## src/rtl/adc_spi_scanner_if.sv

```systemverilog
// Request/result bus of the MCP3204/3208 scanner: conversion requests in, tagged results out.
interface adc_spi_scanner_if;
   logic        start;
   logic        scan_en;
   logic [2:0]  ch_sel;
   logic        diff_mode;
   logic        busy;
   logic [11:0] sample_data;
   logic [2:0]  sample_ch;
   logic        sample_valid;

   modport master (
      output start, scan_en, ch_sel, diff_mode,
      input  busy, sample_data, sample_ch, sample_valid
   );

   modport slave (
      input  start, scan_en, ch_sel, diff_mode,
      output busy, sample_data, sample_ch, sample_valid
   );
endinterface

```

## src/rtl/adc_spi_scanner.sv

```systemverilog
// SPI master for an MCP3204/3208-class 12-bit ADC (MIKROE-340 pins CS/P3/P4/P5).
// Single conversions on request or round-robin scanning; SCLK is a registered
// output advanced by a divider tick, so everything stays in the clk domain.
module adc_spi_scanner #(
   parameter int CLK_DIV = 500,
   parameter int NUM_CH  = 4,
   parameter int DATA_W  = 12,
   parameter int CS_IDLE = 2
) (
   input  logic               clk,
   input  logic               rst,
   adc_spi_scanner_if.slave   bus,
   output logic               CS,
   output logic               P3,
   input  logic               P4,
   output logic               P5
);

   localparam int CNT_W = (CLK_DIV > 1) ? $clog2(CLK_DIV) : 1;
   localparam int HLD_W = (CS_IDLE > 1) ? $clog2(CS_IDLE + 1) : 1;
   localparam logic [CNT_W-1:0] CNT_LAST  = CNT_W'(CLK_DIV - 1);
   localparam logic [HLD_W-1:0] HLD_LAST  = HLD_W'(CS_IDLE - 1);
   localparam logic [2:0]       CH_LAST   = 3'(NUM_CH - 1);
   localparam logic [4:0]       K_LAST    = 5'd18;
   localparam logic [4:0]       K_DATA0   = 5'd7;

   typedef enum logic [1:0] {IDLE, SETUP, XFER, HOLD} state_t;

   state_t             state, state_n;
   logic [CNT_W-1:0]   cnt;
   logic               tick;
   logic [4:0]         k, k_n, k_inc;
   logic [HLD_W-1:0]   hold, hold_n;
   logic [2:0]         ch, ch_n, ch_clamp;
   logic               diff, diff_n;
   logic [DATA_W-1:0]  sh, sh_n;
   logic [2:0]         ptr, ptr_n;
   logic               cs_q, cs_n;
   logic               p3_q, p3_n;
   logic               p5_q, p5_n, mosi_nxt;
   logic               busy_q, busy_n;
   logic [DATA_W-1:0]  sdata, sdata_n;
   logic [2:0]         sch, sch_n;
   logic               svalid, svalid_n;

   assign tick = (cnt == CNT_LAST);

   // Half-period divider: parked at zero in IDLE so every frame starts phase-aligned.
   always_ff @(posedge clk) begin
      if (rst || state == IDLE) begin
         cnt <= '0;
      end else if (tick) begin
         cnt <= '0;
      end else begin
         cnt <= cnt + CNT_W'(1);
      end
   end

   // Frame sequencer: next state and next values of every registered output.
   always_comb begin
      state_n  = state;
      k_n      = k;
      hold_n   = hold;
      ch_n     = ch;
      diff_n   = diff;
      sh_n     = sh;
      ptr_n    = ptr;
      cs_n     = cs_q;
      p3_n     = p3_q;
      p5_n     = p5_q;
      busy_n   = busy_q;
      sdata_n  = sdata;
      sch_n    = sch;
      svalid_n = 1'b0;

      ch_clamp = ({1'b0, bus.ch_sel} >= 4'(NUM_CH)) ? CH_LAST : bus.ch_sel;
      k_inc    = k + 5'd1;
      case (k_inc)
         5'd1:    mosi_nxt = ~diff;
         5'd2:    mosi_nxt = ch[2];
         5'd3:    mosi_nxt = ch[1];
         5'd4:    mosi_nxt = ch[0];
         default: mosi_nxt = 1'b0;
      endcase

      case (state)
         IDLE: begin
            if (bus.scan_en || bus.start) begin
               ch_n    = bus.scan_en ? ptr : ch_clamp;
               diff_n  = bus.diff_mode;
               cs_n    = 1'b0;
               busy_n  = 1'b1;
               p5_n    = 1'b1;
               state_n = SETUP;
            end
         end
         SETUP: begin
            if (tick) begin
               k_n     = '0;
               state_n = XFER;
            end
         end
         XFER: begin
            if (tick) begin
               if (!p3_q) begin
                  p3_n = 1'b1;
                  if (k >= K_DATA0) begin
                     sh_n = {sh[DATA_W-2:0], P4};
                  end
               end else begin
                  p3_n = 1'b0;
                  if (k == K_LAST) begin
                     cs_n     = 1'b1;
                     p5_n     = 1'b0;
                     sdata_n  = sh;
                     sch_n    = ch;
                     svalid_n = 1'b1;
                     hold_n   = '0;
                     state_n  = HOLD;
                  end else begin
                     k_n  = k_inc;
                     p5_n = mosi_nxt;
                  end
               end
            end
         end
         HOLD: begin
            if (tick) begin
               if (hold == HLD_LAST) begin
                  busy_n  = 1'b0;
                  state_n = IDLE;
                  if (bus.scan_en) begin
                     ptr_n = (ptr == CH_LAST) ? 3'd0 : ptr + 3'd1;
                  end
               end else begin
                  hold_n = hold + HLD_W'(1);
               end
            end
         end
         default: state_n = IDLE;
      endcase
   end

   // State and datapath registers; reset aborts any frame without a valid pulse.
   always_ff @(posedge clk) begin
      if (rst) begin
         state  <= IDLE;
         k      <= '0;
         hold   <= '0;
         ch     <= '0;
         diff   <= 1'b0;
         sh     <= '0;
         ptr    <= '0;
         cs_q   <= 1'b1;
         p3_q   <= 1'b0;
         p5_q   <= 1'b0;
         busy_q <= 1'b0;
         sdata  <= '0;
         sch    <= '0;
         svalid <= 1'b0;
      end else begin
         state  <= state_n;
         k      <= k_n;
         hold   <= hold_n;
         ch     <= ch_n;
         diff   <= diff_n;
         sh     <= sh_n;
         ptr    <= ptr_n;
         cs_q   <= cs_n;
         p3_q   <= p3_n;
         p5_q   <= p5_n;
         busy_q <= busy_n;
         sdata  <= sdata_n;
         sch    <= sch_n;
         svalid <= svalid_n;
      end
   end

   assign CS               = cs_q;
   assign P3               = p3_q;
   assign P5               = p5_q;
   assign bus.busy         = busy_q;
   assign bus.sample_data  = sdata;
   assign bus.sample_ch    = sch;
   assign bus.sample_valid = svalid;

endmodule

```

## src/flat_wrapper.sv

```systemverilog
// flat-port wrapper written by rule: the top's interface ports become plain ports
module adc_spi_scanner_flat 
#(
   parameter int CLK_DIV = 500,
   parameter int NUM_CH  = 4,
   parameter int DATA_W  = 12,
   parameter int CS_IDLE = 2
)
  (clk, rst, CS, P3, P4, P5, bus_start, bus_scan_en, bus_ch_sel, bus_diff_mode, bus_busy, bus_sample_data, bus_sample_ch, bus_sample_valid);
  adc_spi_scanner_if bus_i ();
  input  logic clk;
  input  logic rst;
  output logic CS;
  output logic P3;
  input  logic P4;
  output logic P5;
  input wire logic [$bits(bus_i.start)-1:0] bus_start;
  input wire logic [$bits(bus_i.scan_en)-1:0] bus_scan_en;
  input wire logic [$bits(bus_i.ch_sel)-1:0] bus_ch_sel;
  input wire logic [$bits(bus_i.diff_mode)-1:0] bus_diff_mode;
  output wire logic [$bits(bus_i.busy)-1:0] bus_busy;
  output wire logic [$bits(bus_i.sample_data)-1:0] bus_sample_data;
  output wire logic [$bits(bus_i.sample_ch)-1:0] bus_sample_ch;
  output wire logic [$bits(bus_i.sample_valid)-1:0] bus_sample_valid;
  assign bus_i.start = bus_start;
  assign bus_i.scan_en = bus_scan_en;
  assign bus_i.ch_sel = bus_ch_sel;
  assign bus_i.diff_mode = bus_diff_mode;
  assign bus_busy = bus_i.busy;
  assign bus_sample_data = bus_i.sample_data;
  assign bus_sample_ch = bus_i.sample_ch;
  assign bus_sample_valid = bus_i.sample_valid;
  adc_spi_scanner #(.CLK_DIV(CLK_DIV), .NUM_CH(NUM_CH), .DATA_W(DATA_W), .CS_IDLE(CS_IDLE)) u_core (.clk(clk), .rst(rst), .bus(bus_i), .CS(CS), .P3(P3), .P4(P4), .P5(P5));
endmodule
```

## config.mk

```make
export PLATFORM = sky130hd
export DESIGN_NAME = adc_spi_scanner_flat
export DESIGN_NICKNAME = d
export VERILOG_FILES = /design/src/rtl/adc_spi_scanner_if.sv /design/src/rtl/adc_spi_scanner.sv /design/src/flat_wrapper.sv
export SDC_FILE = /design/constraint.sdc
export NUM_CORES = 1
export LEC_CHECK = 0
export ABC_AREA = 1
export CAP_MARGIN = 20
export CORE_ASPECT_RATIO = 0.75
export CORE_UTILIZATION = 60
export CTS_CLUSTER_DIAMETER = 30
export DETAILED_ROUTE_END_ITERATION = 12
export HOLD_SLACK_MARGIN = 0.06
export MAX_ROUTING_LAYER = met4
export PLACE_DENSITY = 0.87
export REMOVE_ABC_BUFFERS = 1
export SLEW_MARGIN = 0
export SYNTH_ARGS = -nofsm -noshare
export SYNTH_HDL_FRONTEND = slang
export SYNTH_SLANG_ARGS = --single-unit
export TNS_END_PERCENT = 100
```

## constraint.sdc

```tcl
create_clock -name clk -period 2.85 [get_ports clk]
set_input_delay 0.57 -clock clk [delete_from_list [all_inputs] [get_ports clk]]
set_output_delay 0.57 -clock clk [all_outputs]
set_load 0.02 [all_outputs]
```

==> metrics.md <==
| Metric | Value |
|---|---|
| Cells on worst reg2reg path | `7` |
| Die area | `4691 µm²` |
| Fin crit period | `2.012 ns` |
| Place WS | `0.8327 ns` |
| WS Path Type | `reg -> reg` |
| Worst Skew | `roughly 0.0055 ns` |
| Worst stage delay on the critical path | `about 0.40 ns` |
| Hold crit path type | `reg -> reg` |
| Clock root buffer | `clkbuf_8` |
| Worst Slack Setup Final | `0.8379 ns` |
| CP Max Fanout | `24` |
| Vias | `2315` |
| Slowest CP cell | `ha_1` |
| DRT Pass-1 Iters | `4` |
| Hold depth | `1` |
| Buffers on Ports | `28` |
| Main combinational cell family by area after synthesis | `simple AND/OR/NAND/NOR gates` |
| CTS Buffer Depth | `2` |
| Peak supply drop | `0.4624 mV` |
| Reg clk slew, reported paths | `0.06 ns` |
| Setup TNS | `0 ns` |
| Starting DRC count in detailed routing | `about 160` |
| Via/cell ratio | `about 5.4` |
| Sequential share of the synthesized area | `0.4304` |
| Core area | `4154 µm²` |
| Clk sinks | `57` |
| Post-synthesis mux area share | `0` |
| Global route hottest layer | `met2` |
| Non-filler cells, final | `432` |
| Final hold violation count | `0` |
| Detailed placement HPWL | `3.745 mm` |
| Resize count post-CTS | `0` |
| Part of the cycle the worst path needs | `0.7060` |
| Syn avg cell area | `slightly below 8 µm²` |
| Cts bufs inserted | `9` |
| Initial antenna violation count | `0` |
| Maximum clock rate | `497.0 MHz` |
| First-pass GRT wire length | `9.287 mm` |
| Final setup viols | `0` |
| Congestion Overflow GR | `0` |
| Worst Max-Slew Pin Slew | `slightly above 0.4 ns` |
| Worst Path Required | `3.08 ns` |
| Post-Synth Adder-Cell Area | `0.05663` |
| Synth Area in Compound Gates | `0.1652` |
| Met2 Usage GRT | `0.4373` |
| Max-Cap Viols | `0` |
| Crit start category | `flip-flop` |
| Fraction of layout cells with a size suffix above 1 | `0.1194` |
| Finished Cell Area | `3158 µm²` |
| Simple-gate share of the synthesized area | `0.2468` |
| Antenna Nets Post-Route | `0` |
| Worst Setup End Kind | `flip-flop` |
| Worst path cell trace | `inv_1, ha_1, inv_1, nor2_1, nand3_4, o21ai_0, a21oi_1` |
| Final wirelength | `between 5 and 6 mm` |
| GRT Total Usage | `0.2729` |
| Distinct cells, synth | `30` |
| Setup bufs post-CTS | `0` |
| Met1 GRT Util | `0.3199` |
| Synth Instances | `341` |
| Chip width | `approximately 79 µm` |
| GP Congestion | `0.9215` |
| Routing usage on met3 | `0.09231` |
| Synth-to-Final Area Change | `19.11%` |
| CTS tree | `built` |
| Slew Viols, Final | `0` |
| Drc violations | `0` |
| Leak pwr | `about 1.3 nW` |
| Dpl cells | `approximately 420` |
| Nets | `393` |
| Worst-skew pair later-pin latency | `0.34 ns` |
| Post-Syn Area | `2651 µm²` |
| Vias in the first global route | `2140` |
| Cell mode on critical path | `inv_1` |
| Die Ht | `about 60 µm` |
| Starting density of the core | `0.6383` |
| H-tree levels | `3` |
| PD cells | `731.0 nW/µm²` |
| Worst EP arrival | `2.24 ns` |
| Synth Area in XOR/XNOR | `0.009910` |
| Row cnt | `20` |
| Rel. slew slack | `0.7305` |
| Synth Register Bits | `57` |
| Wirelength per Cell | `12.96 µm` |
| Outcome | `finished, final reports clean` |
| I/O Pins | `29` |
| RSZ-0062 raised after global routing | `no` |
| Post-CTS Hold Buffers | `0` |
| Post-DP Area | `2948 µm²` |
| Antenna Cells | `0` |
| Largest net degree at the start of global routing | `38` |
| Yosys warning count | `0` |
area by class of cell:
type	count	area, µm²
sequential	57	1141
clock inverter	6	82.58
fill	321	996.0
tap	55	68.82
timing repair buffer	30	295.3
inverter	46	173.9
multi-input combinational	228	1269
clock buffer	10	127.6
state kept, by name (all words and copies together) (netlist names), 2 cells and up:
signal                  flops
u_core.bus.sample_ch        3
u_core.bus.sample_data     12
u_core.ch                   3
u_core.cnt                  9
u_core.hold                 2
u_core.k                    5
u_core.ptr                  3
u_core.sh                  12
u_core.state                2
critical path, delay by kind of cell, from the launching register on:
family	cells	cell delay (ns)
and+or+nand+nor	2	0.56
AOI/OAI and AO/OA	2	0.30
adders and majority gates	1	0.40
buffers and inverters	2	0.29
DFF	1	0.34
synth_stat cells:
cell,number,share of area
inv_2,1,0.0014
nand2_1,45,0.064
clkinv_2,1,0.0019
inv_1,44,0.062
a21oi_2,5,0.017
nor2_8,1,0.0076
nor2_1,39,0.055
ha_1,12,0.057
o21ai_0,19,0.036
o21ai_1,17,0.032
buf_6,3,0.013
xor2_1,3,0.0099
clkbuf_1,4,0.0057
nor2_4,3,0.013
or2_2,4,0.0094
nand3_4,2,0.013
nand4_1,5,0.012
dfxtp_1,57,0.43
nand2_2,5,0.012
o221ai_1,2,0.0066
nor3_1,2,0.0038
nand3_1,19,0.036
nand4_2,1,0.0047
buf_1,1,0.0014
buf_4,2,0.0057
a31oi_1,1,0.0024
a21oi_1,38,0.072
nand2_4,2,0.0085
nor3_2,1,0.0038
nor2_2,2,0.0047
worst paths after layout:
kind | start | endpoint | slack (ns)
max | u_core.state[0] | u_core.sh[2] | 0.84
min | u_core.cnt[0] | u_core.cnt[0] | 0.45
max reg2reg | u_core.state[0] | u_core.sh[2] | 0.84
min reg2reg | u_core.cnt[0] | u_core.cnt[0] | 0.45
power breakdown:
group | leakage (nW) | internal (mW) | switching [mW]
registers | 0.461 | 0.857 | 0.0500
logic | 0.759 | 0.211 | 0.383
clock network | 0.106 | 0.487 | 0.321
cells by family (layout without fill, tap and decap cells):
kind of cell	Yosys count	after routing
buffers and inverters	56	92
AOI/OAI and AO/OA	82	82
adders and majority gates	12	12
xor gates and xnor gates	3	3
DFF	57	57
and+or+nand+nor	131	131
cell usage in the layout, fill, tap and decap left out, types with 4 or more instances in the layout:
cell and n:
nand4_1 5, dfxtp_1 57, clkdlybuf4s50_1 28, a21oi_2 5
nand2_1 45, nand3_1 19, or2_2 4, ha_1 12
a21oi_1 38, o21ai_1 17, nor2_1 39, nand2_2 5
inv_1 44, clkinv_2 4, clkbuf_8 9, o21ai_0 19
stage by stage:
stage               total power, mW  utilization  hold WS [ns]
finish                        2.309       0.7602        0.4469
global route                  2.431       0.7602        0.4687
CTS                           2.317       0.7602        0.4557
detailed placement            1.497       0.7096        0.4411
global placement              1.482       0.7096        0.4252
floorplan                     1.340            -        0.4175
routing by layer:
metal / share of wire / routed length, µm
met1: 0.45 / 2516
met2: 0.46 / 2561
met3: 0.080 / 447
met5: 0 / 0
met4: 0.013 / 74
Power figures use the tool's default switching activity.
